`src/rtl/ofdm_pkg.sv`:
```
// Shared definitions for the OFDM transmit chain: default dimensions,
// frame-sequencer state encoding, {real, imag} packing and the
// cyclic-prefix address mapping.
package ofdm_pkg;

  localparam int OFDM_N            = 8;
  localparam int OFDM_CP           = 4;
  localparam int OFDM_W            = 16;
  localparam int OFDM_IDX_W        = 3;
  localparam int OFDM_IFFT_TIMEOUT = 64;

  // State encoding of the frame sequencer
  localparam logic [2:0] ST_IDLE     = 3'd0;
  localparam logic [2:0] ST_LOAD     = 3'd1;
  localparam logic [2:0] ST_RUN_IFFT = 3'd2;
  localparam logic [2:0] ST_TX_ADDR  = 3'd3;
  localparam logic [2:0] ST_TX_HOLD  = 3'd4;

  typedef enum logic [2:0] {
    IDLE     = ST_IDLE,
    LOAD     = ST_LOAD,
    RUN_IFFT = ST_RUN_IFFT,
    TX_ADDR  = ST_TX_ADDR,
    TX_HOLD  = ST_TX_HOLD
  } state_t;

  // Word slots inside a packed complex sample: {real, imag}.
  // A W-bit component sits at bits [slot*W +: W].
  localparam int RE_SLOT = 1;
  localparam int IM_SLOT = 0;

  // Sequence index -> IFFT output address: the last cp samples first,
  // then the whole block from address 0.
  function automatic int cp_addr(input int seq, input int n, input int cp);
    return (seq < cp) ? (n - cp + seq) : (seq - cp);
  endfunction

endpackage

```
`src/rtl/ofdm_frame_ctrl_if.sv`:
```
// Bundle of the mapper, IFFT and DAC handshake signals around the frame
// sequencer. master = sequencer side, slave = the surrounding datapath.
interface ofdm_frame_ctrl_if
  import ofdm_pkg::*;
#(
  parameter int W     = OFDM_W,
  parameter int IDX_W = OFDM_IDX_W
);
  logic               gen_en;
  logic               qam_valid;
  logic               qam_last;
  logic               map_ready;
  logic               ifft_start;
  logic               ifft_done;
  logic [IDX_W-1:0]   ifft_rd_addr;
  logic [2*W-1:0]     ifft_rd_data;
  logic [W-1:0]       dac_data;
  logic               dac_valid;
  logic               dac_ready;

  modport master (
    output gen_en, map_ready, ifft_start, ifft_rd_addr, dac_data, dac_valid,
    input  qam_valid, qam_last, ifft_done, ifft_rd_data, dac_ready
  );

  modport slave (
    input  gen_en, map_ready, ifft_start, ifft_rd_addr, dac_data, dac_valid,
    output qam_valid, qam_last, ifft_done, ifft_rd_data, dac_ready
  );
endinterface

```
`src/rtl/ofdm_cp_addr_gen.sv`:
```
// Sample sequence counter for the transmit phase. Produces the registered
// IFFT read address in cyclic-prefix order and flags the final sample.
module ofdm_cp_addr_gen
  import ofdm_pkg::*;
#(
  parameter int N     = OFDM_N,
  parameter int CP    = OFDM_CP,
  parameter int IDX_W = OFDM_IDX_W
) (
  input  logic             clk,
  input  logic             reset,
  input  logic             i_load,
  input  logic             i_step,
  output logic             o_last,
  output logic [IDX_W-1:0] o_addr
);
  localparam int SEQ_W    = $clog2(N + CP);
  localparam int LAST_SEQ = N + CP - 1;

  logic [SEQ_W-1:0] r_seq;
  logic [IDX_W-1:0] r_addr;
  int               w_seq_inc;

  assign w_seq_inc = int'(r_seq) + 1;

  // Address is computed for the next seq so it is a plain register at the output
  always_ff @(posedge clk) begin
    if (!reset) begin
      r_seq  <= '0;
      r_addr <= '0;
    end else if (i_load) begin
      r_seq  <= '0;
      r_addr <= IDX_W'(cp_addr(0, N, CP));
    end else if (i_step) begin
      r_seq  <= SEQ_W'(w_seq_inc);
      r_addr <= IDX_W'(cp_addr(w_seq_inc, N, CP));
    end
  end

  assign o_last = (int'(r_seq) == LAST_SEQ);
  assign o_addr = r_addr;

endmodule

```
`src/rtl/ofdm_frame_ctrl.sv`:
```
// Frame sequencer: gathers N mapped symbols, runs the IFFT, then streams
// the cyclic-prefixed time-domain block to the DAC over valid/ready.
module ofdm_frame_ctrl
  import ofdm_pkg::*;
#(
  parameter int N            = OFDM_N,
  parameter int CP           = OFDM_CP,
  parameter int W            = OFDM_W,
  parameter int IDX_W        = OFDM_IDX_W,
  parameter int IFFT_TIMEOUT = OFDM_IFFT_TIMEOUT
) (
  input  logic              clk,
  input  logic              reset,
  input  logic              i_enable,
  ofdm_frame_ctrl_if.master bus,
  output logic [15:0]       o_frame_cnt,
  output logic              o_sync_err,
  output logic              o_ifft_err,
  output logic              o_busy
);
  localparam int TO_W = $clog2(IFFT_TIMEOUT + 1);

  state_t           r_state;
  state_t           w_state_next;
  logic [IDX_W-1:0] r_sym_cnt;
  logic [TO_W-1:0]  r_to_cnt;
  logic             r_ifft_start;
  logic             r_hold_first;
  logic [W-1:0]     r_dac_hold;
  logic [15:0]      r_frame_cnt;
  logic             r_sync_err;
  logic             r_ifft_err;

  logic             w_beat;
  logic             w_sym_inc;
  logic             w_sym_clr;
  logic             w_sync_set;
  logic             w_ifft_set;
  logic             w_start;
  logic             w_seq_load;
  logic             w_seq_step;
  logic             w_seq_last;
  logic             w_frame_inc;
  logic [IDX_W-1:0] w_rd_addr;
  logic [W-1:0]     w_rd_real;
  logic [W-1:0]     w_unused_imag;

  assign w_rd_real     = bus.ifft_rd_data[RE_SLOT*W +: W];
  assign w_unused_imag = bus.ifft_rd_data[IM_SLOT*W +: W];
  assign w_beat        = bus.qam_valid && (r_state == LOAD);

  ofdm_cp_addr_gen #(
    .N     (N),
    .CP    (CP),
    .IDX_W (IDX_W)
  ) u_addr_gen (
    .clk    (clk),
    .reset  (reset),
    .i_load (w_seq_load),
    .i_step (w_seq_step),
    .o_last (w_seq_last),
    .o_addr (w_rd_addr)
  );

  // State register
  always_ff @(posedge clk) begin
    if (!reset) r_state <= IDLE;
    else        r_state <= w_state_next;
  end

  // Next-state decode and one-cycle strobes for the datapath registers
  always_comb begin
    w_state_next = r_state;
    w_sym_inc    = 1'b0;
    w_sym_clr    = 1'b0;
    w_sync_set   = 1'b0;
    w_ifft_set   = 1'b0;
    w_start      = 1'b0;
    w_seq_load   = 1'b0;
    w_seq_step   = 1'b0;
    w_frame_inc  = 1'b0;
    case (r_state)
      IDLE: begin
        w_sym_clr = 1'b1;
        if (i_enable) w_state_next = LOAD;
      end
      LOAD: begin
        if (w_beat) begin
          if (r_sym_cnt == IDX_W'(N - 1)) begin
            // A full frame goes on even when qam_last is missing; the flag records it
            w_sym_clr    = 1'b1;
            w_start      = 1'b1;
            w_sync_set   = !bus.qam_last;
            w_state_next = RUN_IFFT;
          end else if (bus.qam_last) begin
            // Early last: drop the partial frame and restart the count
            w_sym_clr  = 1'b1;
            w_sync_set = 1'b1;
          end else begin
            w_sym_inc = 1'b1;
          end
        end
      end
      RUN_IFFT: begin
        if (bus.ifft_done) begin
          w_seq_load   = 1'b1;
          w_state_next = TX_ADDR;
        end else if (r_to_cnt == TO_W'(IFFT_TIMEOUT - 1)) begin
          w_ifft_set   = 1'b1;
          w_state_next = IDLE;
        end
      end
      TX_ADDR: begin
        w_state_next = TX_HOLD;
      end
      TX_HOLD: begin
        if (bus.dac_ready) begin
          if (w_seq_last) begin
            w_frame_inc  = 1'b1;
            w_state_next = i_enable ? LOAD : IDLE;
          end else begin
            w_seq_step   = 1'b1;
            w_state_next = TX_ADDR;
          end
        end
      end
      default: w_state_next = IDLE;
    endcase
  end

  // Symbol/timeout counters, sample hold register, frame counter and sticky errors
  always_ff @(posedge clk) begin
    if (!reset) begin
      r_sym_cnt    <= '0;
      r_to_cnt     <= '0;
      r_ifft_start <= 1'b0;
      r_hold_first <= 1'b0;
      r_dac_hold   <= '0;
      r_frame_cnt  <= '0;
      r_sync_err   <= 1'b0;
      r_ifft_err   <= 1'b0;
    end else begin
      r_ifft_start <= w_start;
      // First TX_HOLD cycle is the one right after TX_ADDR; the read data arrives then
      r_hold_first <= (r_state == TX_ADDR);
      if (r_hold_first) r_dac_hold <= w_rd_real;
      if (w_sym_clr)      r_sym_cnt <= '0;
      else if (w_sym_inc) r_sym_cnt <= r_sym_cnt + 1'b1;
      if (r_state == RUN_IFFT) r_to_cnt <= r_to_cnt + 1'b1;
      else                     r_to_cnt <= '0;
      if (w_sync_set)  r_sync_err  <= 1'b1;
      if (w_ifft_set)  r_ifft_err  <= 1'b1;
      if (w_frame_inc) r_frame_cnt <= r_frame_cnt + 16'd1;
    end
  end

  assign bus.gen_en       = (r_state == LOAD);
  assign bus.map_ready    = (r_state == LOAD);
  assign bus.ifft_start   = r_ifft_start;
  assign bus.ifft_rd_addr = w_rd_addr;
  assign bus.dac_valid    = (r_state == TX_HOLD);
  // Read data passes straight through on the first hold cycle, then the held copy
  assign bus.dac_data     = r_hold_first ? w_rd_real : r_dac_hold;

  assign o_frame_cnt = r_frame_cnt;
  assign o_sync_err  = r_sync_err;
  assign o_ifft_err  = r_ifft_err;
  assign o_busy      = (r_state != IDLE);

endmodule
```
`src/flat_wrapper.sv`:
```
// flat-port wrapper written by rule: the top's interface ports become plain ports
module ofdm_frame_ctrl_flat import ofdm_pkg::*;
#(
  parameter int N            = OFDM_N,
  parameter int CP           = OFDM_CP,
  parameter int W            = OFDM_W,
  parameter int IDX_W        = OFDM_IDX_W,
  parameter int IFFT_TIMEOUT = OFDM_IFFT_TIMEOUT
)
  (clk, reset, i_enable, o_frame_cnt, o_sync_err, o_ifft_err, o_busy, bus_gen_en, bus_map_ready, bus_ifft_start, bus_ifft_rd_addr, bus_dac_data, bus_dac_valid, bus_qam_valid, bus_qam_last, bus_ifft_done, bus_ifft_rd_data, bus_dac_ready);
  ofdm_frame_ctrl_if #(.W(W), .IDX_W(IDX_W)) bus_i ();
  input  logic clk;
  input  logic reset;
  input  logic i_enable;
  output logic [15:0] o_frame_cnt;
  output logic o_sync_err;
  output logic o_ifft_err;
  output logic o_busy;
  output wire logic [$bits(bus_i.gen_en)-1:0] bus_gen_en;
  output wire logic [$bits(bus_i.map_ready)-1:0] bus_map_ready;
  output wire logic [$bits(bus_i.ifft_start)-1:0] bus_ifft_start;
  output wire logic [$bits(bus_i.ifft_rd_addr)-1:0] bus_ifft_rd_addr;
  output wire logic [$bits(bus_i.dac_data)-1:0] bus_dac_data;
  output wire logic [$bits(bus_i.dac_valid)-1:0] bus_dac_valid;
  input wire logic [$bits(bus_i.qam_valid)-1:0] bus_qam_valid;
  input wire logic [$bits(bus_i.qam_last)-1:0] bus_qam_last;
  input wire logic [$bits(bus_i.ifft_done)-1:0] bus_ifft_done;
  input wire logic [$bits(bus_i.ifft_rd_data)-1:0] bus_ifft_rd_data;
  input wire logic [$bits(bus_i.dac_ready)-1:0] bus_dac_ready;
  assign bus_gen_en = bus_i.gen_en;
  assign bus_map_ready = bus_i.map_ready;
  assign bus_ifft_start = bus_i.ifft_start;
  assign bus_ifft_rd_addr = bus_i.ifft_rd_addr;
  assign bus_dac_data = bus_i.dac_data;
  assign bus_dac_valid = bus_i.dac_valid;
  assign bus_i.qam_valid = bus_qam_valid;
  assign bus_i.qam_last = bus_qam_last;
  assign bus_i.ifft_done = bus_ifft_done;
  assign bus_i.ifft_rd_data = bus_ifft_rd_data;
  assign bus_i.dac_ready = bus_dac_ready;
  ofdm_frame_ctrl #(.N(N), .CP(CP), .W(W), .IDX_W(IDX_W), .IFFT_TIMEOUT(IFFT_TIMEOUT)) u_core (.clk(clk), .reset(reset), .i_enable(i_enable), .bus(bus_i), .o_frame_cnt(o_frame_cnt), .o_sync_err(o_sync_err), .o_ifft_err(o_ifft_err), .o_busy(o_busy));
endmodule
```
`config.mk`:
```
export PLATFORM = sky130hd
export DESIGN_NAME = ofdm_frame_ctrl_flat
export DESIGN_NICKNAME = d
export VERILOG_FILES = /design/src/rtl/ofdm_pkg.sv /design/src/rtl/ofdm_frame_ctrl_if.sv /design/src/rtl/ofdm_cp_addr_gen.sv /design/src/rtl/ofdm_frame_ctrl.sv /design/src/flat_wrapper.sv
export SDC_FILE = /design/constraint.sdc
export NUM_CORES = 1
export LEC_CHECK = 0
export CORE_MARGIN = 3
export CORE_UTILIZATION = 45
export DETAILED_ROUTE_END_ITERATION = 7
export GPL_TIMING_DRIVEN = 0
export PLACE_DENSITY = 0.79
export SYNTH_ARGS = -nofsm -noshare
export SYNTH_HDL_FRONTEND = slang
export SYNTH_HIERARCHICAL = 1
export SYNTH_SLANG_ARGS = --single-unit
```
`constraint.sdc`:
```
create_clock -name clk -period 3.8 [get_ports clk]
set_input_delay 0.38 -clock clk [delete_from_list [all_inputs] [get_ports clk]]
set_output_delay 0.38 -clock clk [all_outputs]
set_load 0.02 [all_outputs]
```
---- Word-level counts from Yosys, hierarchy flattened ----
Cells that the tools add are included.
storage, ports and cells
  flip-flop bits (word level) ............. 56
  bits of input ports ..................... 39
  output and inout port bits .............. 42
cells by class
  add/sub/neg operators ................... 6
  $lt $le $gt $ge ......................... 1
  eq/ne operators ......................... 12
  mux-type cells .......................... 36
  bitwise operators ....................... 1
  reductions and logical operators ........ 10
operators with widths
  cell                                                                  number
  3-bit 2-to-1 mux                                                      10
  1-bit 2-to-1 mux                                                      23
  16-bit by 1-bit adder with 16-bit output, second input constant       1
  16-bit 2-to-1 mux                                                     1
  3-bit case mux with 5 select lines                                    1
  7-bit by 1-bit adder with 7-bit output, second input constant         1
  7-bit by 6-bit == test with 1-bit output, second input constant       1
  3-bit by 2-bit == test with 1-bit output, second input constant       2
  3-bit == test, second input constant                                  2
  2-bit by 1-bit != test with 1-bit output, second input constant       3
  4-bit by 1-bit adder with 5-bit output, second input constant         1
  5-bit by 3-bit < comparator with 1-bit output, second input constant  1
  5-bit AND reduction                                                   1
  4-bit == test, second input constant                                  1
  2-bit OR reduction                                                    2
  3-bit by 1-bit adder with 3-bit output, second input constant         1
  3-bit adder, first input constant                                     1
  3-bit by 1-bit == test with 1-bit output, second input constant       1
  3-bit logical NOT                                                     1
  3-bit by 2-bit != test with 1-bit output, second input constant       1
  3-bit AND reduction                                                   1
  3-bit nonzero test                                                    1
  3-bit subtractor, second input constant                               1
  2-bit != test, second input constant                                  1
  6 further kinds                                                       6

---- Depth between registers and ports, before layout ----
Gate-level depths: netlist of run 1.
  word-level depth ........................ 6
  depth in mapped cells ................... 7
  depth with buffers taken out ............ 6

---- Hierarchy ----
Netlist of run 1, hierarchy kept.
by module, submodules not included
  module            instances  cells an instance  area each (µm²)
  ofdm_frame_ctrl   1          232                2,144.6
  ofdm_cp_addr_gen  1          26                 256.5

---- Worst setup path after synthesis of run 1 ----
No wires, ideal clock.
  path type ............................... flip-flop to flip-flop
  start point ............................. register u_core.u_addr_gen.r_seq[0]
  end point ............................... register u_core.r_frame_cnt[15], in the netlist u_core/o_frame_cnt[15]
  library setup time ...................... 73 ps
  arrival ................................. 1,974 ps
  required time ........................... 3,727 ps
  path slack .............................. 1,753 ps
  stages on the path, launching flop included .. 7
  path buffers ............................ 0
  clock period less this slack ............ 2,047 ps
  cell sequence ........................... dfxtp_1 > ha_1 > and3b_1 > nand3_1 > or3_4 > or4_1 > a21oi_1
between the ends
  longest elaborated chain between the ends .. 4
RTL lines
  element                   line                    RTL
  start: declaration        ofdm_cp_addr_gen.sv:20  logic [SEQ_W-1:0] r_seq;
  start signal: assignment  ofdm_cp_addr_gen.sv:35  r_seq <= SEQ_W'(w_seq_inc);
  4-bit == test             ofdm_cp_addr_gen.sv:40  assign o_last = (int'(r_seq) == LAST_SEQ);
  via u_core.w_seq_last     ofdm_frame_ctrl.sv:42   logic w_seq_last;
  1-bit 2-to-1 mux          ofdm_frame_ctrl.sv:118  if (w_seq_last) begin
  1-bit 2-to-1 mux          ofdm_frame_ctrl.sv:117  if (bus.dac_ready) begin
  1-bit 2-to-1 mux          ofdm_frame_ctrl.sv:82   case (r_state)
  end signal: assignment    ofdm_frame_ctrl.sv:153  if (w_frame_inc) r_frame_cnt <= r_frame_cnt + 16'd1;
  end: declaration          ofdm_frame_ctrl.sv:30   logic [15:0] r_frame_cnt;
The timed path passes the listed nets, and every way through them passes these cells.
A chain may end at the register's enable or synchronous reset.

---- Worst setup path after layout of run 1 ----
  start point ............................. register u_core.r_hold_first
  end point ............................... output port bus_dac_data[6]
between the ends
  longest elaborated chain between the ends .. 1
RTL lines
  element                   line                    RTL
  start: declaration        ofdm_frame_ctrl.sv:28   logic r_hold_first;
  start signal: assignment  ofdm_frame_ctrl.sv:145  r_hold_first <= (r_state == TX_ADDR);
  16-bit 2-to-1 mux         ofdm_frame_ctrl.sv:163  assign bus.dac_data = r_hold_first ? w_rd_real : r_dac_hold;
  end: declaration          flat_wrapper.sv:23      output wire logic [$bits(bus_i.dac_data)-1:0] bus_dac_data;
No other way between the ends.

==> results of run 1 <==
## metrics by stage
step                      area [um^2]   util  std cells
after CTS                        3220  0.651        397
after global placement           3130  0.632        389
final                            3220  0.651        397
after detailed placement         3130  0.632        389
after global routing             3220  0.651        397
after floorplan                  2400      -        258
## critical path, delay by kind of cell, from the launching register on
family                 cells  cell delay, ns
flip-flops                 1            0.32
multiplexers               1            0.42
buffers and inverters      3            1.36
## layout make-up
class | instances | area [um^2]
well taps | 67 | 83.8
clock buffers | 5 | 68.8
multi-input cells | 181 | 1210
repair buffers | 64 | 641
clock inverters | 3 | 21.3
flip-flops and latches | 54 | 1080
inverters | 10 | 37.5
fillers | 435 | 1730
plain buffers | 13 | 68.8
## routing by layer
layer  GRT usage  routed length (um)
met5           0                   0
met4      0.0361                  34
met3      0.0431                 335
met2       0.325                2570
met1       0.213                2400
## kinds of logic after synthesis
logic type / synth area share
multiplexers: 0.100
AND/OR/NAND/NOR: 0.245
AO/OA/AOI/OAI: 0.0745
adder cells (fa/ha/maj): 0.0313
buffers and inverters: 0.0443
flip-flops: 0.450
XOR/XNOR: 0.0547
## cells in the mapped netlist (2+ instances only)
| cell type | instances | area share |
|---|---|---|
| buf_4 | 3 | 0.0094 |
| nand2_1 | 17 | 0.027 |
| nand3_1 | 10 | 0.021 |
| xor2_1 | 4 | 0.015 |
| nor2_1 | 28 | 0.044 |
| a21oi_1 | 11 | 0.023 |
| o21ai_0 | 4 | 0.0083 |
| nand4_1 | 6 | 0.016 |
| a31oi_1 | 2 | 0.0052 |
| xnor2_1 | 11 | 0.040 |
| dfxtp_1 | 54 | 0.45 |
| nand3b_1 | 3 | 0.0094 |
| o21a_1 | 2 | 0.0063 |
| mux2i_1 | 6 | 0.025 |
| inv_1 | 9 | 0.014 |
| o31ai_1 | 3 | 0.0094 |
| or3_1 | 3 | 0.0078 |
| nand2b_1 | 3 | 0.0078 |
| and2_1 | 16 | 0.042 |
| clkbuf_1 | 7 | 0.011 |
| nor3_1 | 7 | 0.015 |
| nor4_1 | 4 | 0.010 |
| ha_1 | 6 | 0.031 |
| and3_1 | 3 | 0.0078 |
| mux2_2 | 16 | 0.075 |
## path summary, 6_finish.rpt
path,slack (ns),end,cells after the start,start
setup / recovery,1.02,bus_dac_data[6],4,u_core/r_hold_first
hold / removal,0.46,u_core/r_sym_cnt[1],2,u_core/r_sym_cnt[1]
setup reg to reg,1.49,u_core/o_frame_cnt[15],6,u_core/u_addr_gen/r_seq[0]
hold reg to reg,0.46,u_core/r_sym_cnt[1],2,u_core/r_sym_cnt[1]
## sequential cells by signal (all words and copies together) (netlist names)
| signal | flops |
|---|---|
| u_core/r_hold_first | 1 |
| u_core/o_sync_err | 1 |
| u_core/o_ifft_err | 1 |
| u_core/bus.ifft_start | 1 |
| u_core/u_addr_gen/o_addr | 1 |
| u_core/r_state | 3 |
| u_core/o_frame_cnt | 16 |
| u_core/r_sym_cnt | 3 |
| u_core/r_dac_hold | 16 |
| u_core/u_addr_gen/r_seq | 4 |
| u_core/r_to_cnt | 7 |
## where the power goes
| part | internal, uW | switching [uW] | leakage (uW) |
|---|---|---|---|
| combinational | 183 | 197 | 0.000739 |
| clock | 130 | 189 | 0.0000441 |
| sequential | 595 | 20.6 | 0.000436 |
| total | 908 | 406 | 0.00122 |
==> results.ini, run 1 <==
[logic_synthesis]
yosysWarningCount = 6
synth_nets = 303
synthArstFlopShare = 0
synth_edf_count = 0
synth.avg_cell_area_um2 = 9.31
synthFlopType = dfxtp_1
ys_seq_elements = 54
synth_cells = 258
seq_area_frac_synth = 0.450
syn_area_um2 = 2400
ys_types = 45

[power]
power_per_cell_area_nw_per_um2 = 409
leakagePower_uw = 0.00122
total_power_uw = 1310
ir_worst_vdd_mv = 0.201

[cts]
ctsHtreeMaxLevel = 2
cts_inserted_buffers = 5
cts_setup_buffers = 0
clk_path_buf_depth = 2
clock_tree.root_cell = clkbuf_8
ctsResizeCount = 0
clkSinkCount = 54
cts-hold-fix-buffers = 0
cts_tree = built
clk_pin_slew_worst_paths_ns = 0.09
clk_latency_ns = 0.31

[worst_setup_path]
arrival_ns = 2.40
required_ns = 3.42
crit_slowest_cell = clkdlybuf4s50_1
worstPathMaxFanout = 10
critical_path_class = reg -> out
start_kind = register
endpoint_kind = output port
crit_chain = clkbuf_1 -> buf_1 -> mux2_2 -> clkdlybuf4s50_1
cpPeakStageDelay_ns = 0.56

[die]
die_x_um = 79.0
start_util = 0.486
boundaryPins = 81
coreArea_um2 = 4940
fp.dieH_um = 79.0
row_count = 25
die_area_um2 = 6250

[place]
gp_congestion = 0.848
io_buffers = 64
dpl_worst_slack_ns = 1.35
dp_hpwl_um = 4040

[finish]
diodes = 0
area_delta_synth_final_pct = 33.9
layout_commonest_cell = clkdlybuf4s50_1
nNetsFinal = 374
drive_gt1_frac = 0.100
mostFrequentLayoutCells = 64 x clkdlybuf4s50_1, 54 x dfxtp_1, 28 x nor2_1

[timing]
hold_viol = 0
min_period_ns = 2.78
fin_skew_ns = 0.00839
period_share = 0.731
relSlewSlack = 0.629
rsz0062_at_grt = false
worstMarginPinSlew_ns = 0.557
maxSlewViolCount = 0
tns_ns = 0
setup_viol = 0
max_freq_mhz = 360
setup_ws_ns = 1.02
worst_hold_slack_ns = 0.465

[routing]
postRouteAntennaNets = 0
initialDrtViolationCount = 105
via_count = 2045
routed_wl_um = 5340
drc = 0
avgViaCountPerCell = 5.15
dr.pass1.iters = 4
wire_per_inst_um = 13.5

[grt]
antenna_found_initial = 0
grt_pass1_wl_um = 9030
grt_pass1_vias = 2046
grt_overflow = 0
grt_max_degree = 18
grt.total_usage = 0.179

[hold_path]
min_path_type = reg -> reg

[outcome]
outcome = complete, no violations

[run]
cap_violations = 0

Note: power is estimated with default switching activity, not from simulation.
==> inputs of run 2 (changes only) <==
--- a/config.mk
+++ b/config.mk
@@ -6,10 +6,10 @@
 export NUM_CORES = 1
 export LEC_CHECK = 0
 export CORE_MARGIN = 3
-export CORE_UTILIZATION = 45
+export CORE_UTILIZATION = 41
 export DETAILED_ROUTE_END_ITERATION = 7
 export GPL_TIMING_DRIVEN = 0
-export PLACE_DENSITY = 0.79
+export PLACE_DENSITY = 0.76
 export SYNTH_ARGS = -nofsm -noshare
 export SYNTH_HDL_FRONTEND = slang
 export SYNTH_HIERARCHICAL = 1
==> constraint.sdc (replaced) <==
create_clock -name clk -period 2.55 [get_ports clk]
set_input_delay 0.255 -clock clk [delete_from_list [all_inputs] [get_ports clk]]
set_output_delay 0.255 -clock clk [all_outputs]
set_load 0.02 [all_outputs]
==> results.ini, run 2 (synthesized netlist as in run 1, its figures left out) <==
[outcome]
outcome = complete, no violations

[timing]
hold_viol = 0  ; unchanged
worstMarginPinSlew_ns = 0.510  ; -0.0474 ns
tns_ns = 0  ; unchanged
max_freq_mhz = 430
setup_viol = 0  ; unchanged
period_share = 0.912
fin_skew_ns = 0.0134  ; +0.00505 ns
rsz0062_at_grt = false
min_period_ns = 2.33
relSlewSlack = 0.660  ; +0.0316
maxSlewViolCount = 0  ; unchanged

[finish]
layout_commonest_cell = clkdlybuf4s50_1
diodes = 0  ; unchanged
mostFrequentLayoutCells = 64 x clkdlybuf4s50_1, 54 x dfxtp_1, 28 x nor2_1
nNetsFinal = 373  ; -0.27%
area_delta_synth_final_pct = 34.9
utilization = 0.581  ; -0.0695
fillers = 480  ; +10%
drive_gt1_frac = 0.100  ; +0.000304

[die]
die_area_um2 = 6810  ; +9.0%
coreArea_um2 = 5570  ; +13%
boundaryPins = 81  ; unchanged
fp.dieH_um = 82.5  ; +4.4%
start_util = 0.431  ; -0.0551
row_count = 27  ; +8.0%
die_x_um = 82.5  ; +4.4%

[worst_setup_path]
required_ns = 2.30  ; -1.12 ns
critical_path_class = reg -> out
reg2reg_setup_slack_ns = 0.24  ; -1.25 ns
reg2regPathDepth = 6  ; unchanged
worstPathMaxFanout = 8  ; -2
start_kind = register
arrival_ns = 2.07  ; -0.33 ns
endpoint_kind = output port
r2r_start = u_core/u_addr_gen/r_seq[0]
rr_endpoint = u_core/o_frame_cnt[15]

[routing]
wire_per_inst_um = 12.6  ; -6.3%
dr.pass1.iters = 4  ; unchanged
routed_wl_um = 5060  ; -5.4%
postRouteAntennaNets = 0  ; unchanged
drc = 0  ; unchanged
via_count = 2036  ; -0.44%
avgViaCountPerCell = 5.08  ; -1.4%
initialDrtViolationCount = 104  ; -0.95%

[cts]
clk_path_buf_depth = 2  ; unchanged
clkSinkCount = 54  ; unchanged
ctsHtreeMaxLevel = 2  ; unchanged
cts_inserted_buffers = 5  ; unchanged
cts_setup_buffers = 0  ; unchanged
clk_latency_ns = 0.31  ; about the same
cts-hold-fix-buffers = 0  ; unchanged
clk_pin_slew_worst_paths_ns = 0.10  ; about the same
cts_tree = built
clock_tree.root_cell = clkbuf_8

[place]
io_buffers = 64  ; unchanged
gp_congestion = 0.786  ; -7.4%
dp_hpwl_um = 3790  ; -6.2%

[grt]
grt_pass1_wl_um = 8230  ; -8.9%
grt_overflow = 0  ; unchanged
grt_max_degree = 17  ; -1
grt_pass1_vias = 1879  ; -8.2%
grt.total_usage = 0.155  ; -0.0239
antenna_found_initial = 0  ; unchanged

[power]
power_per_cell_area_nw_per_um2 = 631  ; +54%
leakagePower_uw = 0.00123  ; +0.86%
ir_worst_vdd_mv = 0.534  ; +170%

[hold_path]
whs_path_depth = 2  ; unchanged
min_path_type = reg -> reg
worstHoldStart = u_core/r_sym_cnt[2]
hold_end = u_core/r_sym_cnt[2]

[run]
cap_violations = 0  ; unchanged

[run 2: layout make-up]
type | instances | area (um^2) | share of cell area
clock buffers | 6 | 72.6 | 0.0224
plain buffers | 12 | 66.3 | 0.0205
flip-flops and latches | 54 | 1080 | 0.334
inverters | 10 | 37.5 | 0.0116
multi-input cells | 181 | 1210 | 0.375
clock inverters | 2 | 37.5 | 0.0116
well taps | 72 | 90.1 | 0.0278
repair buffers | 64 | 641 | 0.198
[run 2: routing by layer]
layer | up-vias | wire length (um) | GRT usage
met5 | - | 0 | 0
met2 | 64 | 2340 | 0.252
met3 | 2 | 341 | 0.0390
met4 | 0 | 41 | 0.0588
li1 | 1032 | - | -
met1 | 938 | 2340 | 0.197
[run 2: worst max-delay path by stage]
| stage | from | to | depth (start not counted) |
|---|---|---|---|
| 2_1_floorplan | u_core/u_addr_gen/r_seq[0] | u_core/o_frame_cnt[15] | 6 |
| 3_3_place_gp | reset | u_core/r_state[2] | 5 |
| 3_5_place_dp | reset | u_core/r_state[2] | 5 |
| 4_1_cts | u_core/r_hold_first | bus_dac_data[6] | 4 |
| 5_1_grt | u_core/u_addr_gen/r_seq[0] | u_core/o_frame_cnt[15] | 6 |
| 6_report | u_core/r_state[0] | bus_map_ready | 4 |
[run 2: what timing repair did]
item                       CTS  global route
hold endpoints to repair     0             0
gates resized for setup      1             0
setup endpoints to repair   10             6
[run 2: where the power goes]
| part | leakage (uW) | internal, uW | switching (uW) | total, uW |
|---|---|---|---|---|
| clock | 0.0000514 | 293 | 271 | 564 |
| sequential | 0.000436 | 887 | 32.6 | 920 |
| combinational | 0.000742 | 272 | 289 | 561 |
[run 2: metrics by stage]
stage	hold WS [ns]	cells	area (um^2)	worst slack, ns	total power, uW
finish	0.471	401	3240	0.224	2050
floorplan	0.384	258	2400	0.503	1290
detailed placement	0.459	394	3130	0.250	1500
global route	0.500	401	3240	0.0863	2150
CTS	0.473	402	3240	0.104	2060
global placement	0.444	394	3130	0.246	1490
[run 2: worst max-delay path, cell delays in order (launching register included)]
cell and delay [ns]:
dfxtp_1 0.47, inv_1 0.15, nor3_1 0.38, buf_4 0.18, clkdlybuf4s50_1 0.59
==> inputs of run 3 (changes only) <==
--- a/config.mk
+++ b/config.mk
@@ -5,11 +5,11 @@
 export SDC_FILE = /design/constraint.sdc
 export NUM_CORES = 1
 export LEC_CHECK = 0
+export CAP_MARGIN = 20
 export CORE_MARGIN = 3
-export CORE_UTILIZATION = 41
+export CORE_UTILIZATION = 30
 export DETAILED_ROUTE_END_ITERATION = 7
 export GPL_TIMING_DRIVEN = 0
-export PLACE_DENSITY = 0.76
 export SYNTH_ARGS = -nofsm -noshare
 export SYNTH_HDL_FRONTEND = slang
 export SYNTH_HIERARCHICAL = 1
==> results.ini, run 3 (synthesized netlist as in run 1, its figures left out) <==
[outcome]
outcome = complete, no violations

[worst_setup_path]
worstPathMaxFanout = 10  ; +2
cpPeakStageDelay_ns = 0.56  ; -0.03 ns
start_kind = register
critical_path_class = reg -> out
arrival_ns = 2.16  ; +0.09 ns
crit_chain = clkbuf_1 -> buf_2 -> mux2_2 -> clkdlybuf4s50_1
crit_slowest_cell = clkdlybuf4s50_1
reg2regPathDepth = 6  ; unchanged
endpoint_kind = output port
required_ns = 2.30  ; about the same

[power]
power_per_cell_area_nw_per_um2 = 611  ; -3.2%
leakagePower_uw = 0.00123  ; about the same
ir_worst_vdd_mv = 0.264  ; -50%

[routing]
initialDrtViolationCount = 57  ; -45%
avgViaCountPerCell = 4.58  ; -9.8%
wire_per_inst_um = 12.4  ; -2.0%
via_count = 1964  ; -3.5%
drc = 0  ; unchanged
dr.pass1.iters = 4  ; unchanged
postRouteAntennaNets = 0  ; unchanged
routed_wl_um = 5300  ; +4.9%

[finish]
layout_commonest_cell = clkdlybuf4s50_1
finalInstanceArea_um2 = 3260  ; +0.77%
mostFrequentLayoutCells = 64 x clkdlybuf4s50_1, 54 x dfxtp_1, 28 x nor2_1
seqCellArea_um2 = 1080  ; unchanged
multi_input_area_um2 = 1210  ; unchanged
drive_gt1_frac = 0.103  ; +0.00273
nNetsFinal = 374  ; +0.27%
diodes = 0  ; unchanged
area_delta_synth_final_pct = 36.0
fillers = 750  ; +56%

[hold_path]
min_path_type = reg -> reg
whs_path_depth = 2  ; unchanged

[timing]
min_period_ns = 2.41  ; +0.0876 ns
rsz0062_at_grt = false
period_share = 0.946  ; +0.0343
setup_viol = 0  ; unchanged
max_freq_mhz = 414  ; -3.6%
relSlewSlack = 0.661  ; +0.000780
fin_skew_ns = 0.0104  ; -0.00305 ns
worstMarginPinSlew_ns = 0.508  ; -0.00117 ns
maxSlewViolCount = 0  ; unchanged
hold_viol = 0  ; unchanged
worst_hold_slack_ns = 0.460  ; -0.0107 ns
tns_ns = 0  ; unchanged

[grt]
grt.total_usage = 0.119  ; -0.0356
grt_pass1_wl_um = 8670  ; +5.3%
grt_max_degree = 20  ; +3
grt_overflow = 0  ; unchanged
grt_pass1_vias = 1888  ; +0.48%
antenna_found_initial = 0  ; unchanged

[die]
row_count = 31  ; +15%
fp.dieH_um = 95.5  ; +16%
die_x_um = 95.5  ; +16%
die_area_um2 = 9110  ; +34%
boundaryPins = 81  ; unchanged
coreArea_um2 = 7520  ; +35%
start_util = 0.319  ; -0.112

[cts]
ctsHtreeMaxLevel = 2  ; unchanged
clock_tree.root_cell = clkbuf_8
clkSinkCount = 54  ; unchanged
cts-hold-fix-buffers = 0  ; unchanged
clk_path_buf_depth = 2  ; unchanged
clk_pin_slew_worst_paths_ns = 0.10  ; about the same
cts_setup_buffers = 0  ; unchanged
clk_latency_ns = 0.31  ; about the same
cts_inserted_buffers = 5  ; unchanged
cts_tree = built

[place]
dp_hpwl_um = 3960  ; +4.5%
place_area_um2 = 3170  ; +1.1%
io_buffers = 64  ; unchanged
gp_congestion = 0.763  ; -2.9%

[run]
cap_violations = 0  ; unchanged

==> run 3: cell types whose count changed in the layout (fill, tap and decap cells not counted) <==
cell / delta
clkinvlp_4: -1
clkinv_4: +1
inv_8: +1
bufinv_16: -1
inv_6: +1
==> run 3: area by class of cell <==
class	count	area share
Multi-Input combinational cell	181	0.372
Sequential cell	54	0.331
Timing Repair Buffer	64	0.196
Tap cell	99	0.0379
Buffer	13	0.0215
Clock buffer	5	0.0211
Inverter	10	0.0115
Clock inverter	3	0.00882
==> run 3: metrics by stage <==
| step | utilization | worst slack [ns] | cells | total power [uW] |
|---|---|---|---|---|
| 6_report | 0.434 | 0.137 | 429 | 1990 |
| 5_1_grt | 0.434 | 0.0129 | 429 | 2120 |
| 4_1_cts | 0.434 | 0.0881 | 429 | 2020 |
| 3_5_place_dp | 0.421 | 0.182 | 421 | 1510 |
| 3_3_place_gp | 0.421 | 0.179 | 421 | 1500 |
| 2_1_floorplan | - | 0.503 | 258 | 1290 |
==> run 3: routing by layer <==
metal	routed length, um	part of all wire	track usage
met1	2610	0.49	0.157
met4	72	0.014	0.0474
met5	0	0	0
met2	2280	0.43	0.187
met3	342	0.064	0.0292
==> run 3: timing repair <==
| action | CTS | global route |
|---|---|---|
| resized for setup | 1 | 0 |
| hold endpoints to repair | 0 | 0 |
| setup endpoints to repair | 10 | 0 |
==> run 3: path summary, 6_finish.rpt <==
kind	startpoint	endpoint	slack [ns]
worst max-delay path	u_core/r_hold_first	bus_dac_data[11]	0.14
worst max register to register	u_core/u_addr_gen/r_seq[0]	u_core/o_frame_cnt[15]	0.18
worst min register to register	u_core/r_sym_cnt[2]	u_core/r_sym_cnt[2]	0.46
worst min-delay path	u_core/r_sym_cnt[2]	u_core/r_sym_cnt[2]	0.46
==> run 3: report_power, final <==
part	internal, uW	switching, uW	total (uW)
combinational	273	298	571
clock	206	300	506
sequential	887	30.5	918
total	1370	628	1990
==> run 3: critical path, delay by kind of cell (launching register included) <==
kind / cells / cell delay, ns
mux: 1 / 0.37
buf+inv: 3 / 1.17
flops: 1 / 0.32
